`src/rtl/mux_sched_pkg.sv`:
```
// Shared definitions for the 16:1 mux-tree round-robin scheduler.
package mux_sched_pkg;

   localparam int N_REQ = 16;
   localparam int SEL_W = 4;

   typedef enum logic {
      ST_IDLE  = 1'b0,
      ST_GRANT = 1'b1
   } state_t;

   function automatic logic [N_REQ-1:0] onehot(input logic [SEL_W-1:0] idx);
      logic [N_REQ-1:0] v;
      v      = '0;
      v[idx] = 1'b1;
      return v;
   endfunction

endpackage

```
`src/rtl/rr_pick.sv`:
```
// Combinational round-robin picker: first set request at or above ptr, wrapping 15->0.
module rr_pick
   import mux_sched_pkg::*;
(
   input  logic [N_REQ-1:0] req,
   input  logic [SEL_W-1:0] ptr,
   output logic             any,
   output logic [SEL_W-1:0] idx
);

   logic [2*N_REQ-1:0] req_dbl;
   logic [N_REQ-1:0]   rot;
   logic [SEL_W-1:0]   off;
   logic               found;

   always_comb begin
      // Rotate so ptr lands at bit 0, take the lowest set bit, then rotate back.
      req_dbl = {req, req};
      rot     = req_dbl[ptr +: N_REQ];
      off     = '0;
      found   = 1'b0;
      for (int i = 0; i < N_REQ; i++) begin
         if (rot[i] && !found) begin
            off   = SEL_W'(i);
            found = 1'b1;
         end
      end
      any = |req;
      idx = off + ptr;
   end

endmodule

```
`src/rtl/mux16_rr_scheduler.sv`:
```
// Round-robin scheduler driving the 16:1 mux-tree select, with a bounded burst per grant.
module mux16_rr_scheduler
   import mux_sched_pkg::*;
#(
   parameter int MAX_HOLD = 8
) (
   input  logic             clk,
   input  logic             rst_n,
   input  logic [15:0]      req,
   input  logic             out_ready,
   output logic [3:0]       sel,
   output logic [15:0]      gnt,
   output logic             out_valid,
   output logic [7:0]       beat_cnt
);

   localparam logic [7:0] LAST_BEAT = 8'(MAX_HOLD - 1);

   state_t           state_q, state_d;
   logic [SEL_W-1:0] ptr_q, ptr_d;
   logic [SEL_W-1:0] sel_q, sel_d;
   logic [N_REQ-1:0] gnt_q, gnt_d;
   logic [7:0]       beat_cnt_q, beat_cnt_d;

   logic [SEL_W-1:0] pick_ptr;
   logic             pick_any;
   logic [SEL_W-1:0] pick_idx;
   logic             beat;
   logic             release_now;

   // In GRANT the picker is only consulted on release, where the pointer becomes sel+1.
   assign pick_ptr = (state_q == ST_GRANT) ? (sel_q + 1'b1) : ptr_q;

   rr_pick u_pick (
      .req (req),
      .ptr (pick_ptr),
      .any (pick_any),
      .idx (pick_idx)
   );

   assign out_valid   = (state_q == ST_GRANT) && req[sel_q];
   assign beat        = out_valid && out_ready;
   assign release_now = (state_q == ST_GRANT) &&
                        (!req[sel_q] || (beat && (beat_cnt_q == LAST_BEAT)));

   always_comb begin
      state_d    = state_q;
      ptr_d      = ptr_q;
      sel_d      = sel_q;
      gnt_d      = gnt_q;
      beat_cnt_d = beat_cnt_q;
      case (state_q)
         ST_IDLE: begin
            if (pick_any) begin
               state_d    = ST_GRANT;
               sel_d      = pick_idx;
               gnt_d      = onehot(pick_idx);
               beat_cnt_d = '0;
            end
         end
         ST_GRANT: begin
            if (release_now) begin
               ptr_d      = sel_q + 1'b1;
               beat_cnt_d = '0;
               if (pick_any) begin
                  sel_d = pick_idx;
                  gnt_d = onehot(pick_idx);
               end else begin
                  state_d = ST_IDLE;
                  gnt_d   = '0;
               end
            end else if (beat) begin
               beat_cnt_d = beat_cnt_q + 8'd1;
            end
         end
         default: begin
            state_d = ST_IDLE;
            gnt_d   = '0;
         end
      endcase
   end

   always_ff @(posedge clk or negedge rst_n) begin
      if (!rst_n) begin
         state_q    <= ST_IDLE;
         ptr_q      <= '0;
         sel_q      <= '0;
         gnt_q      <= '0;
         beat_cnt_q <= '0;
      end else begin
         state_q    <= state_d;
         ptr_q      <= ptr_d;
         sel_q      <= sel_d;
         gnt_q      <= gnt_d;
         beat_cnt_q <= beat_cnt_d;
      end
   end

   assign sel      = sel_q;
   assign gnt      = gnt_q;
   assign beat_cnt = beat_cnt_q;

endmodule

```
`config.mk`:
```
export PLATFORM = sky130hd
export DESIGN_NAME = mux16_rr_scheduler
export DESIGN_NICKNAME = d
export VERILOG_FILES = /design/src/rtl/mux_sched_pkg.sv /design/src/rtl/rr_pick.sv /design/src/rtl/mux16_rr_scheduler.sv
export SDC_FILE = /design/constraint.sdc
export NUM_CORES = 1
export LEC_CHECK = 0
export ABC_AREA = 1
export BUFFER_PORTS_ARGS = -buffer_cell sky130_fd_sc_hd__buf_4
export CORE_MARGIN = 3
export CORE_UTILIZATION = 50
export CTS_CLUSTER_DIAMETER = 120
export CTS_CLUSTER_SIZE = 8
export DETAILED_ROUTE_END_ITERATION = 8
export GPL_TIMING_DRIVEN = 1
export PLACE_DENSITY = 0.8
export SYNTH_ARGS = -nofsm -noshare
export SYNTH_HDL_FRONTEND = slang
export SYNTH_SLANG_ARGS = --single-unit
```
`constraint.sdc`:
```
create_clock -name clk -period 9.55 [get_ports clk]
set_input_delay 1.91 -clock clk [delete_from_list [all_inputs] [get_ports clk]]
set_output_delay 1.91 -clock clk [all_outputs]
set_load 0.1 [all_outputs]
```
==> flow_summary.toml, run 1 <==
[job]
drv_cap = 0

[detailed_routing]
first_iter_violations = 213
vias_per_cell = 5.89
wirelength_mm = 8.03
drc_errors = 0
num_vias = 3257
antenna_left = 0
wl_per_cell_um = 14.5
firstDrtPassIters = 5

[cts]
numCtsBuffers = 5
h-tree-depth = 2
clk_latency_ns = 0.29
cts.repair.resized = 0
clk_path_buf_depth = 2
clkTransAtPathRegs_ns = 0.07
cts_root_buf = "clkbuf_8"
cts_setup_buffers = 0
cts_tree = "done"
clkSinkCount = 33
cts_hold_buf = 0

[outcome]
run_status = "finished clean"

[floorplanning]
die_h_um = 82.8
start_util_pct = 52.5
core_um2 = 5610
die_w_um = 82.8
die_area_um2 = 6850
ioPinCount = 48
num_rows = 27

[logic_synthesis]
syn_inst = 439
yosysSeqAreaShare_pct = 28.0
synthDistinctLibCells = 43
synth-seq-cells = 33
synth-main-ff-cell = "dfrtp_1"
syn_nets = 464
yosysWarnings = 0
synth_area_um2 = 2950
synthArstFlopShare_pct = 100
avgSynthCellArea_um2 = 6.71
synth_edf_count = 0

[sta]
fmax_mhz = 190
rsz0062_at_grt = "no"
final.setup_skew_ns = 0.00712
finalSetupViolCount = 0
worst_slew_pin_slew_ns = 1.22
slew_viol_final = 0
maxSlewHeadroom_pct = 18.1
fin_crit_ns = 5.26
fin_setup_tns_ns = 0
finalCritPeriodShare_pct = 55.1
hold_viol_final = 0

[cells_and_area]
layout.nets = 505
fillCellCount = 542
layout_common_cells = "nand2_1 (110), nand3_1 (105), buf_4 (47), dfrtp_1 (33), inv_1 (32)"
insertedDiodeCount = 0
layout_commonest_cell = "nand2_1"
drive_gt1_share_pct = 18.3
layout-area-overhead-vs-synth_pct = 16.7

[grt]
grt_max_degree = 34
grt_pass1_vias = 3046
grt-ovfl-total = 0
grt_pass1_wl_mm = 13.4
antenna_found_initial = 0
track_usage_pct = 25.1

[critical_path]
start_kind = "input pin"
slowest_stage = "xor2_1"
worst_path_most_repeated_cell = "nand3_1"
rrSetupSlack_ns = 4.66
worstPathCellList = "buf_4 -> nand3_1 -> nand3_1 -> nand3_1 -> nand2_1 -> inv_1 -> o21ai_0 -> inv_1 -> nand4_1 -> inv_1 -> nor4_1 -> nand3_1 -> ha_1 -> fa_1 -> xor2_1 -> clkinv_1 -> nand4_1 -> nand2_1"
cpPeakStageDelay_ns = 0.53
worstSetupEndpointType = "flip-flop"
critPathArrivalTime_ns = 5.43
critPathTopFamily = "simple AND/OR/NAND/NOR gates"
path_class = "in -> reg"
crit_path_max_fanout = 9
worstPathRequired_ns = 9.72
critPathBufInv = 5

[place]
io_buffers = 47
gp_congestion = 0.916
dpl.hpwl_mm = 6.16

[worst_hold_path]
hold_path.class = "reg -> reg"
## stage by stage
step           setup slack (ns)  cell area (µm²)  std cells  hold slack, ns  utilization, %
2_1_floorplan              4.57             2950        439           0.453               -
3_3_place_gp               4.18             3300        545           0.471            58.8
3_5_place_dp               4.10             3300        545           0.468            58.8
4_1_cts                    4.40             3440        553           0.495            61.3
5_1_grt                    3.97             3440        553           0.533            61.3
6_report                   4.29             3440        553           0.493            61.3
## synthesized netlist by cell type (2+ instances only)
library cell  number  area, µm²
o21ai_1            7       35.0
nand4_1           11       68.8
buf_6              4       45.0
nand2_4            6       67.6
dfrtp_1           33        826
a31oi_1            5       31.3
nand3_2            2       20.0
nor3_1             9       45.0
ha_1               5       62.6
a21oi_1           15       75.1
o21ai_0           23        115
inv_2              5       18.8
or2_2              2       12.5
nand2_2            6       37.5
nand3_1          105        526
buf_2              3       15.0
xor2_1             4       35.0
inv_1             32        120
nand2_1          110        413
o41ai_2            2       32.5
clkbuf_1           4       15.0
nor3b_1            3       22.5
nor4_1            10       62.6
nor2_1            12       45.0
buf_4              2       15.0
nor2_4             2       22.5
## cell type report
cell class / instances / area [µm²] / share of cell area [%]
Multi-Input combinational cell: 354 / 1880 / 54.7
Sequential cell: 33 / 826 / 24.0
Timing Repair Buffer: 47 / 353 / 10.3
Inverter: 39 / 149 / 4.33
Tap cell: 72 / 90.1 / 2.62
Clock buffer: 5 / 68.8 / 2.00
Clock inverter: 3 / 68.8 / 2.00
## flip-flops by register name (all words and copies together), names as in the netlist
name / cells
sel: 4
state_q: 1
gnt: 16
beat_cnt: 8
ptr_q: 4
## kinds of logic after synthesis
logic type / synth area share, %
buf+inv: 8.11
mux: 0.382
fa+ha+maj: 2.80
flops: 28.0
simple gates: 48.1
xor+xnor: 1.19
compound gates: 11.3
## worst min-delay path, stage by stage, from the launching register on
cell and delay (ns):
dfrtp_1 0.35, nand2_1 0.05, nand2_1 0.06
## path summary, 6_finish.rpt
| path | start | end | cells after the start |
|---|---|---|---|
| max in group asynchronous | rst_n | gnt[4]$_DFFE_PN0P_ | 1 |
| min in group asynchronous | rst_n | sel[2]$_DFFE_PN0P_ | 1 |
| worst min-delay path | gnt[4]$_DFFE_PN0P_ | gnt[4]$_DFFE_PN0P_ | 2 |
| worst max-delay path | req[11] | gnt[2]$_DFFE_PN0P_ | 18 |
| worst max register to register | sel[0]$_DFFE_PN0P_ | gnt[2]$_DFFE_PN0P_ | 20 |
| worst min register to register | gnt[4]$_DFFE_PN0P_ | gnt[4]$_DFFE_PN0P_ | 2 |
## metal layers
metal,share of wire (%),global-route usage [%],vias up
met2,47,42.5,150
met5,0,0,-
met1,44,32.2,1485
li1,-,-,1605
met3,7.2,4.01,17
met4,1.7,8.99,0
Power of run 1 is left out: the tool's default activity adds up to more than one toggle a clock period on the data nets, which glitch-free logic cannot reach.
==> inputs of run 2 (changes only) <==
==> constraint.sdc (replaced) <==
create_clock -name clk -period 5.2 [get_ports clk]
set_input_delay 1.04 -clock clk [delete_from_list [all_inputs] [get_ports clk]]
set_output_delay 1.04 -clock clk [all_outputs]
set_load 0.1 [all_outputs]
==> flow_summary.toml, run 2 (synthesis gave the netlist of run 1 again) <==
[place]
gp_congestion = 0.867
io_buffers = 47
dpl.hpwl_mm = 6.48

[cells_and_area]
largest_register_ffs = 16
layout_commonest_cell = "nand2_1"
fillCellCount = 539
layout-area-overhead-vs-synth_pct = 15.5
layout_common_cells = "nand2_1 (110), nand3_1 (105), buf_4 (48), inv_1 (32), dfrtp_1 (32)"
drive_gt1_share_pct = 18.7
layout.nets = 506
insertedDiodeCount = 0

[floorplanning]
die_h_um = 82.8
start_util_pct = 52.5
die_area_um2 = 6850
core_um2 = 5610
die_w_um = 82.8
ioPinCount = 48
num_rows = 27

[critical_path]
cpPeakStageDelay_ns = 0.51
worstPathRequired_ns = 5.37
worstSetupEndpointType = "flip-flop"
start_kind = "flip-flop"
slowest_stage = "dfrtp_2"
rrSetupSlack_ns = 0.54
worstPathCellList = "ha_1 -> nand2_2 -> nand2_4 -> inv_4 -> nand3_1 -> nand3_1 -> o21ai_1 -> or2_1 -> o21ai_1 -> inv_1 -> nor2_4 -> nand4_2 -> nor4_1 -> o21ai_0 -> nand3_1 -> ha_1 -> a21o_1 -> a21oi_1 -> xor2_1 -> inv_1 -> nand3_2 -> nand2_4 -> nand3_1 -> nand2_1"
critPathArrivalTime_ns = 4.83
ff2ff_path_depth = 24
critPathBufInv = 3
critPathTopFamily = "simple AND/OR/NAND/NOR gates"
path_class = "reg -> reg"
r2r-start = "sel[0]$_DFFE_PN0P_"
r2r_end = "gnt[15]$_DFFE_PN0P_"
crit_path_max_fanout = 19
worst_path_most_repeated_cell = "nand3_1"

[grt]
grt-ovfl-total = 0
track_usage_pct = 25.9
grt_util_met3_pct = 4.01
antenna_found_initial = 0
grt_pass1_vias = 2919
grt_pass1_wl_mm = 13.7
met2_usage_pct = 44.6
busiest_layer = "met2"
grt_max_degree = 34
grt_use_met1_pct = 33.6

[sta]
worst_slew_pin_slew_ns = 1.27
finalSetupViolCount = 0
fin_setup_tns_ns = 0
final.setup_skew_ns = 0.00804
maxSlewHeadroom_pct = 14.7
fmax_mhz = 215
slew_viol_final = 0
rsz0062_at_grt = "no"
finalCritPeriodShare_pct = 89.5
hold_viol_final = 0
fin_crit_ns = 4.66

[detailed_routing]
first_iter_violations = 285
wl_per_cell_um = 15.2
wirelength_mm = 8.40
num_vias = 3226
firstDrtPassIters = 6
drc_errors = 0
antenna_left = 0
vias_per_cell = 5.82

[cts]
clkSinkCount = 33
clkTransAtPathRegs_ns = 0.07
numCtsBuffers = 5
cts_root_buf = "clkbuf_8"
cts.repair.resized = 0
cts_setup_buffers = 0
clk_latency_ns = 0.29
clk_path_buf_depth = 2
h-tree-depth = 2
cts_hold_buf = 0
cts_tree = "done"

[outcome]
run_status = "finished clean"

[worst_hold_path]
holdPathEnd = "gnt[11]$_DFFE_PN0P_"
hold_depth = 2
min_from = "gnt[11]$_DFFE_PN0P_"
hold_path.class = "reg -> reg"

[job]
drv_cap = 0
[run 2: routing by layer]
layer	routed length [µm]	part of all wire, %
met1	3670	44
met2	4040	48
met3	520	6.2
met4	165	2.0
met5	0	0
[run 2: area by class of cell]
class / count / area, µm² / share of cell area (%)
clock inverters: 2 / 13.8 / 0.404
clock buffers: 6 / 82.6 / 2.43
well taps: 72 / 90.1 / 2.65
inverters: 39 / 149 / 4.38
flip-flops and latches: 33 / 827 / 24.3
repair buffers: 48 / 360 / 10.6
multi-input cells: 354 / 1880 / 55.3
[run 2: worst min-delay path, cell delays in order, from the launching register on]
cell	delay, ns
dfrtp_1	0.35
nand2_1	0.05
nand2_1	0.06
[run 2: worst max-delay path by stage]
stage	start	endpoint	slack (ns)	cells after the start
after CTS	sel[0]$_DFFE_PN0P_	gnt[15]$_DFFE_PN0P_	0.52	20
after global placement	sel[0]$_DFFE_PN0P_	gnt[1]$_DFFE_PN0P_	0.72	19
after global routing	state_q$_DFF_PN0_	gnt[15]$_DFFE_PN0P_	0.05	25
after detailed placement	sel[0]$_DFFE_PN0P_	gnt[15]$_DFFE_PN0P_	0.56	20
after floorplan	sel[1]$_DFFE_PN0P_	gnt[10]$_DFFE_PN0P_	0.68	26
final	sel[0]$_DFFE_PN0P_	gnt[15]$_DFFE_PN0P_	0.54	24
[run 2: metrics by stage]
stage	hold slack, ns	cells	setup WS [ns]	instance area [µm²]	util, %
5_1_grt	0.513	554	0.0462	3400	60.7
3_3_place_gp	0.467	546	0.719	3310	58.9
3_5_place_dp	0.468	546	0.562	3310	58.9
6_report	0.486	554	0.544	3400	60.7
4_1_cts	0.492	554	0.523	3400	60.7
2_1_floorplan	0.453	439	0.683	2950	-
Power of run 2 is left out for the same reason.
